===== src/rtl/seq_mul_pkg.sv =====
// Shared state type and arithmetic helpers for the seq_multiplier_param slice.
package seq_mul_pkg;

    localparam int unsigned MAX_W  = 16;
    localparam int unsigned MAX_PW = 2 * MAX_W;

    typedef enum logic [1:0] {
        IDLE,
        CALC,
        DONE
    } state_t;

    function automatic int unsigned cnt_width(input int unsigned w);
        return $clog2(w) + 1;
    endfunction

    // Caller zero-extends the operand and truncates the result back to its own width.
    function automatic logic [MAX_W-1:0] abs_mag(input logic [MAX_W-1:0] v, input logic is_neg);
        return is_neg ? (~v + MAX_W'(1)) : v;
    endfunction

    function automatic logic [MAX_PW-1:0] negate(input logic [MAX_PW-1:0] v);
        return ~v + MAX_PW'(1);
    endfunction

endpackage


===== src/rtl/seq_mul_datapath.sv =====
// Operand magnitudes, shift-add accumulator and final sign fix-up.
// SEQ_MULTIPLIER_EARLY_TERM_EN: complete as soon as the remaining multiplier bits are zero.
module seq_mul_datapath
    import seq_mul_pkg::*;
#(
    parameter int unsigned WIDTH = 4,
    parameter int unsigned CNT_W = 3
) (
    input  logic               clk,
    input  logic               rst_n,
    input  logic               load,
    input  logic               step,
    input  logic               finish,
    input  logic               in_signed,
    input  logic [WIDTH-1:0]   in_a,
    input  logic [WIDTH-1:0]   in_b,
    output logic               last,
    output logic [2*WIDTH-1:0] product
);

    logic [WIDTH-1:0]   a_mag;
    logic [WIDTH-1:0]   b_mag;
    logic [WIDTH-1:0]   b_mag_next;
    logic [2*WIDTH-1:0] acc;
    logic [2*WIDTH-1:0] acc_next;
    logic [CNT_W-1:0]   cnt;
    logic               neg;
    logic               a_neg;
    logic               b_neg;

    assign a_neg      = in_signed & in_a[WIDTH-1];
    assign b_neg      = in_signed & in_b[WIDTH-1];
    assign b_mag_next = b_mag >> 1;
    assign acc_next   = acc + (b_mag[0] ? ({{WIDTH{1'b0}}, a_mag} << cnt) : '0);

`ifdef SEQ_MULTIPLIER_EARLY_TERM_EN
    assign last = (cnt == CNT_W'(WIDTH - 1)) || (b_mag_next == '0);
`else
    assign last = (cnt == CNT_W'(WIDTH - 1));
`endif

    always_ff @(posedge clk or negedge rst_n) begin
        if (!rst_n) begin
            a_mag   <= '0;
            b_mag   <= '0;
            acc     <= '0;
            cnt     <= '0;
            neg     <= 1'b0;
            product <= '0;
        end else if (load) begin
            a_mag <= WIDTH'(abs_mag(MAX_W'(in_a), a_neg));
            b_mag <= WIDTH'(abs_mag(MAX_W'(in_b), b_neg));
            neg   <= a_neg ^ b_neg;
            acc   <= '0;
            cnt   <= '0;
        end else if (step) begin
            acc   <= acc_next;
            b_mag <= b_mag_next;
            cnt   <= cnt + CNT_W'(1);
            if (finish) begin
                product <= neg ? (2*WIDTH)'(negate(MAX_PW'(acc_next))) : acc_next;
            end
        end
    end

endmodule


===== src/rtl/seq_multiplier_param.sv =====
// Radix-2 shift-add sequential multiplier with valid/ready on both sides.
// SEQ_MULTIPLIER_EARLY_TERM_EN (see seq_mul_datapath) enables data-dependent latency.
module seq_multiplier_param
    import seq_mul_pkg::*;
#(
    parameter int unsigned WIDTH = 4
) (
    input  logic               clk,
    input  logic               rst_n,
    input  logic               in_valid,
    output logic               in_ready,
    input  logic               in_signed,
    input  logic [WIDTH-1:0]   in_a,
    input  logic [WIDTH-1:0]   in_b,
    output logic               out_valid,
    input  logic               out_ready,
    output logic [2*WIDTH-1:0] out_product,
    output logic               busy
);

    localparam int unsigned CNT_W = cnt_width(WIDTH);

    state_t state;
    state_t state_next;
    logic   load;
    logic   step;
    logic   finish;
    logic   last;

    always_ff @(posedge clk or negedge rst_n) begin
        if (!rst_n) begin
            state <= IDLE;
        end else begin
            state <= state_next;
        end
    end

    always_comb begin
        state_next = state;
        load       = 1'b0;
        step       = 1'b0;
        finish     = 1'b0;
        unique case (state)
            IDLE: begin
                if (in_valid) begin
                    load       = 1'b1;
                    state_next = CALC;
                end
            end
            CALC: begin
                step = 1'b1;
                if (last) begin
                    finish     = 1'b1;
                    state_next = DONE;
                end
            end
            DONE: begin
                if (out_ready) begin
                    state_next = IDLE;
                end
            end
            default: state_next = IDLE;
        endcase
    end

    // Handshake outputs decode straight from the state register.
    assign in_ready  = (state == IDLE);
    assign out_valid = (state == DONE);
    assign busy      = (state != IDLE);

    seq_mul_datapath #(
        .WIDTH(WIDTH),
        .CNT_W(CNT_W)
    ) u_datapath (
        .clk      (clk),
        .rst_n    (rst_n),
        .load     (load),
        .step     (step),
        .finish   (finish),
        .in_signed(in_signed),
        .in_a     (in_a),
        .in_b     (in_b),
        .last     (last),
        .product  (out_product)
    );

endmodule

===== config.mk =====
export PLATFORM = sky130hd
export DESIGN_NAME = seq_multiplier_param
export DESIGN_NICKNAME = d
export VERILOG_FILES = /design/src/rtl/seq_mul_pkg.sv /design/src/rtl/seq_mul_datapath.sv /design/src/rtl/seq_multiplier_param.sv
export SDC_FILE = /design/constraint.sdc
export NUM_CORES = 1
export LEC_CHECK = 0
export ABC_AREA = 1
export CORE_MARGIN = 5
export CORE_UTILIZATION = 40
export CTS_BUF_LIST = sky130_fd_sc_hd__clkbuf_8
export CTS_CLUSTER_DIAMETER = 120
export DETAILED_ROUTE_END_ITERATION = 10
export PLACE_DENSITY_LB_ADDON = 0.1
export SKIP_CTS_REPAIR_TIMING = 1
export SYNTH_ARGS = -nofsm -noshare
export SYNTH_HDL_FRONTEND = slang
export SYNTH_SLANG_ARGS = --single-unit

===== constraint.sdc =====
create_clock -name clk -period 6.1 [get_ports clk]
set_input_delay 1.83 -clock clk [delete_from_list [all_inputs] [get_ports clk]]
set_output_delay 1.83 -clock clk [all_outputs]
set_load 0.02 [all_outputs]

# ---- Word-level counts from Yosys, hierarchy flattened
# Index checks and enable logic that the tools add are counted.
# W data, S select, Z words.
dict set report op_classes {
  n_eq_ne 6
  mux 19
  reduce_logical 5
  bitwise 7
  shifts 1
  add_sub_neg 5
}
# operator n
set op_table {}
lappend op_table {{$mux W8} 4}
lappend op_table {{$mux W4} 4}
lappend op_table {{$add A4 B1 Y4 const B} 2}
lappend op_table {{$add A8 B1 Y8 const B} 1}
lappend op_table {{$add A8 B8 Y8} 1}
lappend op_table {{$not A4 Y4} 2}
lappend op_table {{$not A8 Y8} 1}
lappend op_table {{$shl A4 B3 Y8} 1}
lappend op_table {{$mux W2} 3}
lappend op_table {{$mux W3} 2}
lappend op_table {{$pmux W2 S3} 1}
lappend op_table {{$reduce_and A3 Y1} 2}
lappend op_table {{$mux W1} 5}
lappend op_table {{$ne A2 B2 Y1 const B} 2}
lappend op_table {{$reduce_bool A2 Y1} 2}
lappend op_table {{$add A3 B1 Y3 const B} 1}
lappend op_table {{$eq A3 B2 Y1 const B} 1}
lappend op_table {{$and A1 B1 Y1} 2}
lappend op_table {{$eq A2 B1 Y1 const B} 1}
lappend op_table {{$eq A2 B2 Y1 const B} 1}
lappend op_table {{$logic_not A2 Y1} 1}
lappend op_table {{$ne A2 B1 Y1 const B} 1}
lappend op_table {{$not A1 Y1} 1}
lappend op_table {{$xor A1 B1 Y1} 1}
dict set report totals {
  output_inout_bits 11
  wordCells 50
  input_bits 13
  regBits 30
}

# ---- Depth between registers and ports, before layout
# Gate-level depths: netlist (run 1).
dict set report depth {
  ltp_word 6
  mapped_depth 20
  mapped_depth_nobuf 19
}

# ---- Hierarchy
# Synthesis (run 1) repeated with hierarchy kept, for this count alone.
dict set report hier_totals {
  cells_unflattened 283
  hier_area_um2 2016.9
}
# mod seq_area_each_um2 instances area_per_inst_um2 cells_per_inst
set by_module_without_submodules {}
lappend by_module_without_submodules {seq_mul_datapath 700.7 1 1894.3 264}
lappend by_module_without_submodules {seq_multiplier_param 50.0 1 122.6 19}

# ---- Worst setup path before layout (run 1)
# Ideal clock, no wire load.
dict set report synth_timing {
  path_kind {register to output}
  start {reg state[0]}
  end {out busy}
  n_path_buf 0
  required_time_ns 4.270
  slack_ns 3.281
  stages_incl_launch_ff 3
  arrival_ns 0.989
  cell_sequence {dfrtp_1 -> nor2_1 -> inv_1}
}
dict set report synth_via {
  elab_chain_cells 1
}
# element line_no
set synth_lines {}
lappend synth_lines {{start: declaration} seq_multiplier_param.sv:23} ;# state_t state;
lappend synth_lines {{start signal: assignment} seq_multiplier_param.sv:34} ;# state <= state_next;
lappend synth_lines {{$reduce_bool A2 Y1} seq_multiplier_param.sv:69} ;# assign busy = (state != IDLE);
lappend synth_lines {{end: declaration} seq_multiplier_param.sv:18} ;# output logic busy
# Every way passes these cells.

# ---- Worst setup path in the final report (run 1)
dict set report layout_timing {
  start {in in_valid}
  end {reg u_datapath.b_mag[3]}
}
dict set report layout_via {
  elab_chain_cells 3
  elab_cells_between_ends 4
  classes_between {mux: 3; reduce/logical: 1}
}
# element line_no
set layout_lines {}
lappend layout_lines {{start: declaration} seq_multiplier_param.sv:10} ;# input logic in_valid,
lappend layout_lines {{$mux W1 (*)} seq_multiplier_param.sv:45} ;# if (in_valid) begin
lappend layout_lines {{$mux W1 (*)} seq_multiplier_param.sv:43} ;# unique case (state)
lappend layout_lines {{$mux W4 / $reduce_bool A2 Y1 (equally long branches)} -}
lappend layout_lines {{end signal: assignment} seq_mul_datapath.sv:52} ;# b_mag <= WIDTH'(abs_mag(MAX_W'(in_b), b_neg));
lappend layout_lines {{end signal: assignment} seq_mul_datapath.sv:58} ;# b_mag <= b_mag_next;
lappend layout_lines {{end: declaration} seq_mul_datapath.sv:22} ;# logic [WIDTH-1:0] b_mag;
# Every way passes the cells marked *; elsewhere a longest branch is shown, timed or not.
# A chain may end at the register's enable or synchronous reset.

==> results of run 1 <==
[logic make-up after synthesis]
family          after synthesis
simple gates                130
flops                        30
xor+xnor                      4
compound gates               50
buf+inv                      53
fa+ha+maj                    13
[registers in the layout, indices dropped and copies added (netlist names)]
| name | flops |
|---|---|
| u_datapath.cnt | 3 |
| u_datapath.a_mag | 4 |
| u_datapath.product | 8 |
| u_datapath.b_mag | 4 |
| u_datapath.neg | 1 |
| state | 2 |
| u_datapath.acc | 8 |
[final cells by class]
| cell class | instances | share of cell area [%] |
|---|---|---|
| multi-input combinational | 197 | 44.70 |
| sequential | 30 | 30.90 |
| timing repair buffer | 24 | 9.784 |
| inverter | 47 | 7.261 |
| tap | 70 | 3.605 |
| clock buffer | 6 | 3.399 |
| clock inverter | 2 | 0.3605 |
[worst min-delay path: stages, from the launching register on]
cell and delay (ns):
dfrtp_1 0.34, nand2_1 0.05, nand2_1 0.06
[cells in the mapped netlist]
library cell	count	share of area [%]
nand2_1	71	13
inv_1	41	7.5
dfrtp_1	30	37
o21ai_0	29	7.1
nor2_1	18	3.3
nand3_1	13	3.2
ha_1	12	7.3
nand2_2	11	3.3
a21oi_1	6	1.5
inv_2	6	1.1
nand3_2	5	2.4
o22ai_1	5	1.5
nor2_2	4	1.2
nor3_1	4	0.97
xor2_1	3	1.3
buf_2	2	0.49
buf_6	2	1.1
o21ai_1	2	0.49
o21ai_2	2	0.85
o31ai_1	2	0.73
a22oi_2	1	0.61
a31oi_1	1	0.30
and2_4	1	0.43
clkbuf_1	1	0.18
clkbuf_2	1	0.24
fa_1	1	0.97
nand3b_1	1	0.37
nand4_1	1	0.30
nor2_4	1	0.55
o211ai_1	1	0.37
o221ai_1	1	0.43
xnor2_1	1	0.43
[routing by layer]
metal	wire, um	up-vias
li1	-	945
met1	2423	766
met3	122	5
met5	0	-
met2	1817	19
met4	55	0
[power by group through the flow]
stage          clock network [mW]  logic, mW  registers (mW)
3_5_place_dp                    0      0.777           0.364
4_1_cts                     0.166      0.785           0.361
3_3_place_gp                    0      0.775           0.364
2_1_floorplan                   0      0.596           0.359
6_report                    0.163      0.778           0.362
5_1_grt                     0.176      0.902           0.374
[layout by cell type, fill, tap and decap left out]
cell             instances
nor2_4                   1
o21ai_1                  2
o211ai_1                 1
nand3_2                  5
nand2_2                 11
clkbuf_8                 6
o221ai_1                 1
inv_1                   42
nor2_1                  18
clkinv_2                 1
inv_2                    6
and2_4                   1
nand3_1                 13
fa_1                     1
a21oi_1                  6
o22ai_1                  5
a31oi_1                  1
xor2_1                   3
buf_4                    1
o21ai_0                 29
dfrtp_1                 30
ha_1                    12
clkdlybuf4s50_1         23
nand2_1                 71
nand3b_1                 1
o31ai_1                  2
o21ai_2                  2
nor3_1                   4
nor2_2                   4
a22oi_2                  1
nand4_1                  1
xnor2_1                  1
[stage by stage]
step	setup WS (ns)	area (sq um)
after floorplan	3.281	2054
after global placement	2.446	2338
after detailed placement	2.407	2338
after CTS	2.705	2430
after global routing	2.535	2430
final	2.711	2430
[final timing paths]
path | start | to | slack [ns] | cells after the start
max in group asynchronous | rst_n | u_datapath.acc[6] | 3.86 | 2
min in group asynchronous | rst_n | u_datapath.acc[2] | 1.95 | 2
min reg2reg | u_datapath.product[6] | u_datapath.product[6] | 0.48 | 2
max | in_valid | u_datapath.b_mag[3] | 2.71 | 6
max reg2reg | u_datapath.cnt[0] | u_datapath.product[6] | 3.47 | 16
min | u_datapath.product[6] | u_datapath.product[6] | 0.48 | 2
==> impl_metrics.env, run 1 <==
export IMPL_drt_initial_drc_count=57
export IMPL_grt_pass1_vias=1657
export IMPL_die_area_sq_um=6669
export IMPL_path_max_fanout=15
export IMPL_ys_types=32
export IMPL_crit_buf_inv=3
export IMPL_finClkSkew_ns=0.005837
export IMPL_total_power_mw=1.302
export IMPL_num_rows=26
export IMPL_placed_cells=368
export IMPL_core_sq_um=5042
export IMPL_place_hpwl_um=3414
export IMPL_arrival_ns=3.59
export IMPL_p_leak_nw=1.224
export IMPL_synth_nets=306
export IMPL_vias=1735
export IMPL_cp_slowest_cell="nor2_1"
export IMPL_fin_cells=376
export IMPL_tns_ns=0
export IMPL_combPwrFrac_pct=59.8
export IMPL_intPower_uw=661.6
export IMPL_status="completed"
export IMPL_cts_tree="yes"
export IMPL_rsz0062_at_grt="false"
export IMPL_synth_top_family_by_area="simple AND/OR/NAND/NOR gates"
export IMPL_met3_usage_pct=3.509
export IMPL_relSlewSlack_pct=44.25
export IMPL_synth_xor_area_share_pct=1.705
export IMPL_synth_compound_area_share_pct=13.82
export IMPL_fillers=512
export IMPL_fin_util_pct=48.19
export IMPL_yosys_area_share_adder_pct=8.283
export IMPL_cts_buffers=5
export IMPL_ir_worst_vdd_uv=273.2
export IMPL_path_cells="clkdlybuf4s50_1 > nand2_2 > inv_2 > nor2_1 > inv_1 > o22ai_1"
export IMPL_nNetsFinal=331
export IMPL_root_buffer="clkbuf_8"
export IMPL_grt_first_pass_wirelength_um=7741
export IMPL_max_slew_worst_pin_slew_ns=0.8331
export IMPL_clk_pin_slew_ns=0.06
export IMPL_drive_above_1_share_pct=12.75
export IMPL_clockBufferDepth=2
export IMPL_area_growth_pct=18.27
export IMPL_power_density_nw_per_um2=536.0
export IMPL_dieWidth_um=81.67
export IMPL_hp_class="flip-flop to flip-flop"
export IMPL_cap_violations=0
export IMPL_htree_num_levels=2
export IMPL_wire_per_inst_um=11.75
export IMPL_grt_start_max_net_pins=31
export IMPL_end_kind="flip-flop"
export IMPL_multi_input_area_sq_um=1086
export IMPL_drt_pass1_iter_count=4
export IMPL_gp_congestion=0.8085
export IMPL_period_share_pct=55.56
export IMPL_cpPeakStageDelay_ns=0.64
export IMPL_ant_nets=0
export IMPL_switchingPower_uw=640.7
export IMPL_drv_slew=0
export IMPL_holdWs_ns=0.4817
export IMPL_gr_usage_met1_pct=22.49
export IMPL_worstPathRequired_ns=6.30
export IMPL_path_delay_family="simple AND/OR/NAND/NOR gates"
export IMPL_viasPerCell=4.614
export IMPL_start_util_pct=40.74
export IMPL_regArea_sq_um=750.7
export IMPL_antenna_diode_count=0
export IMPL_hold_viol_final=0
export IMPL_seq_power_share_pct=27.8
export IMPL_p_clk_share_pct=12.5
export IMPL_p_sw_share_pct=49.20
export IMPL_dieHeight_um=81.67
export IMPL_pin_count=24
export IMPL_seq_area_frac_synth_pct=36.54
export IMPL_busiest_layer="met1"
export IMPL_ys_ff_latch=30
export IMPL_clk_latency_ns=0.28
export IMPL_gr_total_overflow=0
export IMPL_grt_total_usage_pct=15.15
export IMPL_synth_mux_area_share_pct=0
export IMPL_setup_viol=0
export IMPL_critPathLaunchType="input port"
export IMPL_critPathKind="input port to flip-flop"
export IMPL_port_buffers=23
export IMPL_avgSynthCellArea_sq_um=7.337
export IMPL_antenna_found_initial=0
export IMPL_netlist_area_sq_um=2054
export IMPL_yosys_area_share_simple_pct=29.05
export IMPL_fin_crit_ns=3.389
export IMPL_use_met2_pct=21.74
export IMPL_max_freq_mhz=295.0
export IMPL_synth_yosys_warnings=0
export IMPL_netlist_instances=280
export IMPL_routed_wl_um=4419
export IMPL_cts_sink_count=30
export IMPL_drc=0
(Power assumes the default switching activity.)
==> run 2: changes to the inputs <==
==> constraint.sdc (replaced) <==
create_clock -name clk -period 3.5 [get_ports clk]
set_input_delay 1.05 -clock clk [delete_from_list [all_inputs] [get_ports clk]]
set_output_delay 1.05 -clock clk [all_outputs]
set_load 0.02 [all_outputs]
==> run 2 against run 1 <==
- combinational power is 77% higher
- highest routed layer unchanged
- via count up 1.3%
- total power rose by 76%
- worst hold slack worse by 0.0024 ns
- global-route usage down 0.098 points
==> impl_metrics.env, run 2 (synthesized netlist as in run 1, its figures left out) <==
export IMPL_status="completed"
export IMPL_r2r_start="u_datapath.cnt[0]"
export IMPL_vias=1758
export IMPL_cts_tree="yes"
export IMPL_routed_wl_um=4332
export IMPL_placed_cells=369
export IMPL_period_share_pct=74.73
export IMPL_port_buffers=23
export IMPL_p_leak_nw=1.229
export IMPL_tns_ns=0
export IMPL_cts_buffers=5
export IMPL_pin_count=24
export IMPL_ant_nets=0
export IMPL_cts_sink_count=30
export IMPL_place_hpwl_um=3461
export IMPL_setup_viol=0
export IMPL_regArea_sq_um=750.7
export IMPL_design_area_sq_um=2437
export IMPL_area_growth_pct=18.64
export IMPL_seq_power_share_pct=27.4
export IMPL_combPwrFrac_pct=60.4
export IMPL_hold_viol_final=0
export IMPL_grt_start_max_net_pins=31
export IMPL_path_max_fanout=4
export IMPL_nNetsFinal=332
export IMPL_drt_pass1_iter_count=4
export IMPL_critPathKind="flip-flop to output port"
export IMPL_gp_congestion=0.8045
export IMPL_dieHeight_um=81.67
export IMPL_end_kind="output port"
export IMPL_num_rows=26
export IMPL_critPathLaunchType="flip-flop"
export IMPL_layout_commonest_cell="nand2_1"
export IMPL_drc=0
export IMPL_die_area_sq_um=6669
export IMPL_cap_violations=0
export IMPL_mostFrequentLayoutCells="nand2_1, inv_1, dfrtp_1, o21ai_0, clkdlybuf4s50_1"
export IMPL_wire_per_inst_um=11.49
export IMPL_p_clk_share_pct=12.2
export IMPL_gr_total_overflow=0
export IMPL_multi_input_area_sq_um=1086
export IMPL_drive_above_1_share_pct=13.03
export IMPL_hp_start="u_datapath.b_mag[2]"
export IMPL_intPower_mw=1.161
export IMPL_finClkSkew_ns=0.005886
export IMPL_grt_total_usage_pct=15.06
export IMPL_max_freq_mhz=382.3
export IMPL_fin_cells=377
export IMPL_drv_slew=0
export IMPL_crit_start="state[0]"
export IMPL_arrival_ns=1.57
export IMPL_antenna_found_initial=0
export IMPL_viasPerCell=4.663
export IMPL_worstPathRequired_ns=2.45
export IMPL_power_density_nw_per_um2=938.4
export IMPL_fillers=516
export IMPL_start_util_pct=40.74
export IMPL_clk_latency_ns=0.28
export IMPL_fin_crit_ns=2.616
export IMPL_clk_pin_slew_ns=0.06
export IMPL_switchingPower_mw=1.126
export IMPL_ir_worst_vdd_uv=512.8
export IMPL_max_slew_worst_pin_slew_ns=0.4089
export IMPL_p_sw_share_pct=49.23
export IMPL_grt_first_pass_wirelength_um=7762
export IMPL_place_area_sq_um=2346
export IMPL_clockBufferDepth=2
export IMPL_grt_pass1_vias=1693
export IMPL_relSlewSlack_pct=72.71
export IMPL_root_buffer="clkbuf_8"
export IMPL_reg_top3="u_datapath.acc x8, u_datapath.product x8"
export IMPL_hp_class="flip-flop to flip-flop"
export IMPL_core_sq_um=5042
export IMPL_htree_num_levels=2
export IMPL_drt_initial_drc_count=81
export IMPL_rsz0062_at_grt="false"
export IMPL_dieWidth_um=81.67
export IMPL_antenna_diode_count=0
[run 2: final timing paths]
check,slack (ns),end,cells past startpoint
worst max-delay path,0.88,in_ready,2
worst max register to register,0.97,u_datapath.product[6],16
max in group asynchronous,2.04,u_datapath.b_mag[1],2
worst min-delay path,0.48,u_datapath.b_mag[2],2
worst min register to register,0.48,u_datapath.b_mag[2],2
min in group asynchronous,1.16,u_datapath.acc[2],2
[run 2: stage by stage]
stage / total power, mW / hold WS, ns / setup WS, ns / utilization, %
6_report: 2.287 / 0.4793 / 0.8844 / 48.34
5_1_grt: 2.544 / 0.5168 / 0.6739 / 48.34
4_1_cts: 2.304 / 0.4802 / 0.8661 / 48.34
3_5_place_dp: 2.011 / 0.4648 / 0.9860 / 46.53
3_3_place_gp: 2.013 / 0.4573 / 1.029 / 46.53
2_1_floorplan: 1.664 / 0.4439 / 1.190 / -
[run 2: layout make-up]
type	instances	share of cell area (%)
multi-input combinational	197	44.56
sequential	30	30.80
timing repair buffer	25	10.06
inverter	47	7.238
tap	70	3.593
clock buffer	6	3.388
clock inverter	2	0.3593
[run 2: worst max-delay path, cell delays in order, from the launching register on]
cell             delay, ns
dfrtp_1               0.42
nor2_1                0.22
clkdlybuf4s50_1       0.65
[run 2: power by group through the flow]
stage	Combinational [mW]	Sequential [mW]	Clock, mW
2_1_floorplan	1.04	0.625	0
3_3_place_gp	1.38	0.633	0
3_5_place_dp	1.38	0.630	0
4_1_cts	1.39	0.625	0.287
5_1_grt	1.59	0.649	0.308
6_report	1.38	0.627	0.280
[run 2: layer usage]
layer	vias up	track usage, %	wire length (um)
li1	950	-	-
met3	6	3.289	93
met1	780	22.71	2367
met4	0	4.485	53
met2	22	21.34	1818
met5	-	0	0
==> run 3: changes to the inputs <==
==> constraint.sdc (replaced) <==
create_clock -name clk -period 2.15 [get_ports clk]
set_input_delay 0.645 -clock clk [delete_from_list [all_inputs] [get_ports clk]]
set_output_delay 0.645 -clock clk [all_outputs]
set_load 0.02 [all_outputs]
==> run 3 against run 2 <==
- the run now ends with negative setup slack left
- largest power group unchanged
- utilization grew 9.3 points
- sequential share of layout area down 4.9 points
- clock power increased by 48%
- combinational power rose by 150%
- worst hold slack better by 0.0022 ns
- via count up 9.2%
- wire length grew 18%
- critical endpoint is now u_datapath.product[6]
==> impl_metrics.env, run 3 (synthesized netlist as in run 1, its figures left out) <==
export IMPL_grt_total_usage_pct=16.04
export IMPL_place_hpwl_um=3681
export IMPL_nNetsFinal=366
export IMPL_routed_wl_um=5112
export IMPL_start_util_pct=40.74
export IMPL_grt_first_pass_wirelength_um=8293
export IMPL_hold_depth=2
export IMPL_antenna_found_initial=0
export IMPL_max_freq_mhz=422.1
export IMPL_core_sq_um=5042
export IMPL_fin_crit_ns=2.369
export IMPL_cap_violations=0
export IMPL_ir_worst_vdd_uv=892.5
export IMPL_cts_buffers=5
export IMPL_critPathLaunchType="flip-flop"
export IMPL_grt_pass1_vias=1829
export IMPL_max_slew_worst_pin_slew_ns=0.4432
export IMPL_finClkSkew_ns=0.006115
export IMPL_status="finished, violations left"
export IMPL_clk_latency_ns=0.28
export IMPL_hold_end="u_datapath.product[0]"
export IMPL_place_worst_setup_slack_ns=-0.3092
export IMPL_fillers=474
export IMPL_r2r_end="u_datapath.product[6]"
export IMPL_rrSetupSlack_ns=-0.22
export IMPL_layout_setup_ws_ns=-0.2193
export IMPL_total_power_mw=4.826
export IMPL_relSlewSlack_pct=70.42
export IMPL_area_growth_pct=41.41
export IMPL_wire_per_inst_um=12.47
export IMPL_grt_start_max_net_pins=31
export IMPL_violations="negative setup slack"
export IMPL_hp_start="u_datapath.product[0]"
export IMPL_port_buffers=23
export IMPL_r2r_start="u_datapath.cnt[0]"
export IMPL_dieHeight_um=81.67
export IMPL_ant_nets=0
export IMPL_die_area_sq_um=6669
export IMPL_hold_viol_final=0
export IMPL_power_density_nw_per_um2=1661
export IMPL_hp_class="flip-flop to flip-flop"
export IMPL_clockBufferDepth=2
export IMPL_mostFrequentLayoutCells="nand2_1, inv_1, buf_4, dfrtp_1, o21ai_0"
export IMPL_r2r_cells=16
export IMPL_end_kind="flip-flop"
export IMPL_critPathKind="flip-flop to flip-flop"
export IMPL_period_share_pct=110.2
export IMPL_dieWidth_um=81.67
export IMPL_layout_commonest_cell="nand2_1"
export IMPL_worstPathRequired_ns=2.32
export IMPL_cts_tree="yes"
export IMPL_viasPerCell=4.683
export IMPL_drt_initial_drc_count=109
export IMPL_htree_num_levels=2
export IMPL_p_leak_nw=1.434
export IMPL_setup_viol=6
export IMPL_clk_pin_slew_ns=0.06
export IMPL_cts_sink_count=30
export IMPL_arrival_ns=2.54
export IMPL_gp_congestion=0.8105
export IMPL_drive_above_1_share_pct=31.76
export IMPL_drc=0
export IMPL_gr_total_overflow=0
export IMPL_drv_slew=0
export IMPL_rsz0062_at_grt="true"
export IMPL_vias=1920
export IMPL_drt_pass1_iter_count=4
export IMPL_pin_count=24
export IMPL_path_max_fanout=8
export IMPL_num_rows=26
export IMPL_reg_top3="u_datapath.acc x8, u_datapath.product x8"
export IMPL_antenna_diode_count=0
export IMPL_root_buffer="clkbuf_8"
run 3: cell count changes in the layout (fill, tap and decap cells not counted), moves of 4 or more:
cell and delta:
ha_1 -4, nor2_4 +4, inv_2 +5, o21ai_2 +4, o21ai_0 -5, buf_4 +30
nor2_1 -5, buf_6 +4, inv_1 -4, nand2_1 -8, nand2_4 +5, ha_4 +4
run 3: worst max path at each step:
stage / cells after the start / to / slack [ns] / startpoint
global route: 16 / u_datapath.product[6] / -0.37 / u_datapath.cnt[0]
floorplan: 17 / u_datapath.product[6] / -0.04 / u_datapath.cnt[0]
CTS: 15 / u_datapath.product[7] / -0.32 / u_datapath.cnt[0]
global placement: 15 / u_datapath.product[7] / -0.29 / u_datapath.cnt[0]
finish: 16 / u_datapath.product[6] / -0.22 / u_datapath.cnt[0]
detailed placement: 15 / u_datapath.product[7] / -0.31 / u_datapath.cnt[0]
run 3: per-layer routing:
| metal | part of all wire (%) | wire length, um | vias up | GRT usage (%) |
|---|---|---|---|---|
| met5 | 0 | 0 | - | 0 |
| met4 | 1.1 | 57 | 0 | 3.488 |
| met3 | 3.3 | 170 | 6 | 3.947 |
| met2 | 45 | 2323 | 28 | 23.86 |
| met1 | 50 | 2559 | 870 | 23.53 |
| li1 | - | - | 1016 | - |
run 3: where the power goes:
| group | switching (mW) | leakage (nW) | total, mW | internal (mW) |
|---|---|---|---|---|
| Sequential | 0.208 | 0.382 | 1.02 | 0.814 |
| Clock | 0.201 | 0.0466 | 0.414 | 0.213 |
| Combinational | 1.87 | 1.01 | 3.39 | 1.52 |
run 3: final cells by class:
cell class / instances / area [sq um] / share of cell area (%)
sequential: 30 / 752.0 / 25.88
clock inverter: 2 / 7.507 / 0.2584
timing repair buffer: 59 / 520.5 / 17.92
inverter: 47 / 176.4 / 6.072
tap: 70 / 87.58 / 3.015
multi-input combinational: 197 / 1292 / 44.49
clock buffer: 5 / 68.82 / 2.369
run 3: critical path, stage by stage (launching register included):
cell	delay, ns
dfrtp_2	0.47
nor2_4	0.14
nand2_2	0.08
nor2_4	0.11
ha_4	0.15
fa_1	0.43
inv_2	0.12
ha_4	0.14
inv_2	0.03
nor2_1	0.09
nand3_1	0.11
nor2_2	0.10
nand2_1	0.07
nand2_1	0.06
nand2_1	0.05
nand3_1	0.06
nand2_1	0.05
run 3: metrics by stage:
step | instance area [sq um] | util [%] | TNS [ns] | cells | hold WS, ns
global route | 2905 | 57.62 | -1.985 | 410 | 0.5044
floorplan | 2077 | - | -0.08599 | 280 | 0.3494
CTS | 2633 | 52.21 | -1.783 | 401 | 0.4821
detailed placement | 2556 | 50.69 | -1.547 | 394 | 0.4663
global placement | 2556 | 50.69 | -1.385 | 394 | 0.4649
finish | 2905 | 57.62 | -0.8935 | 410 | 0.4815
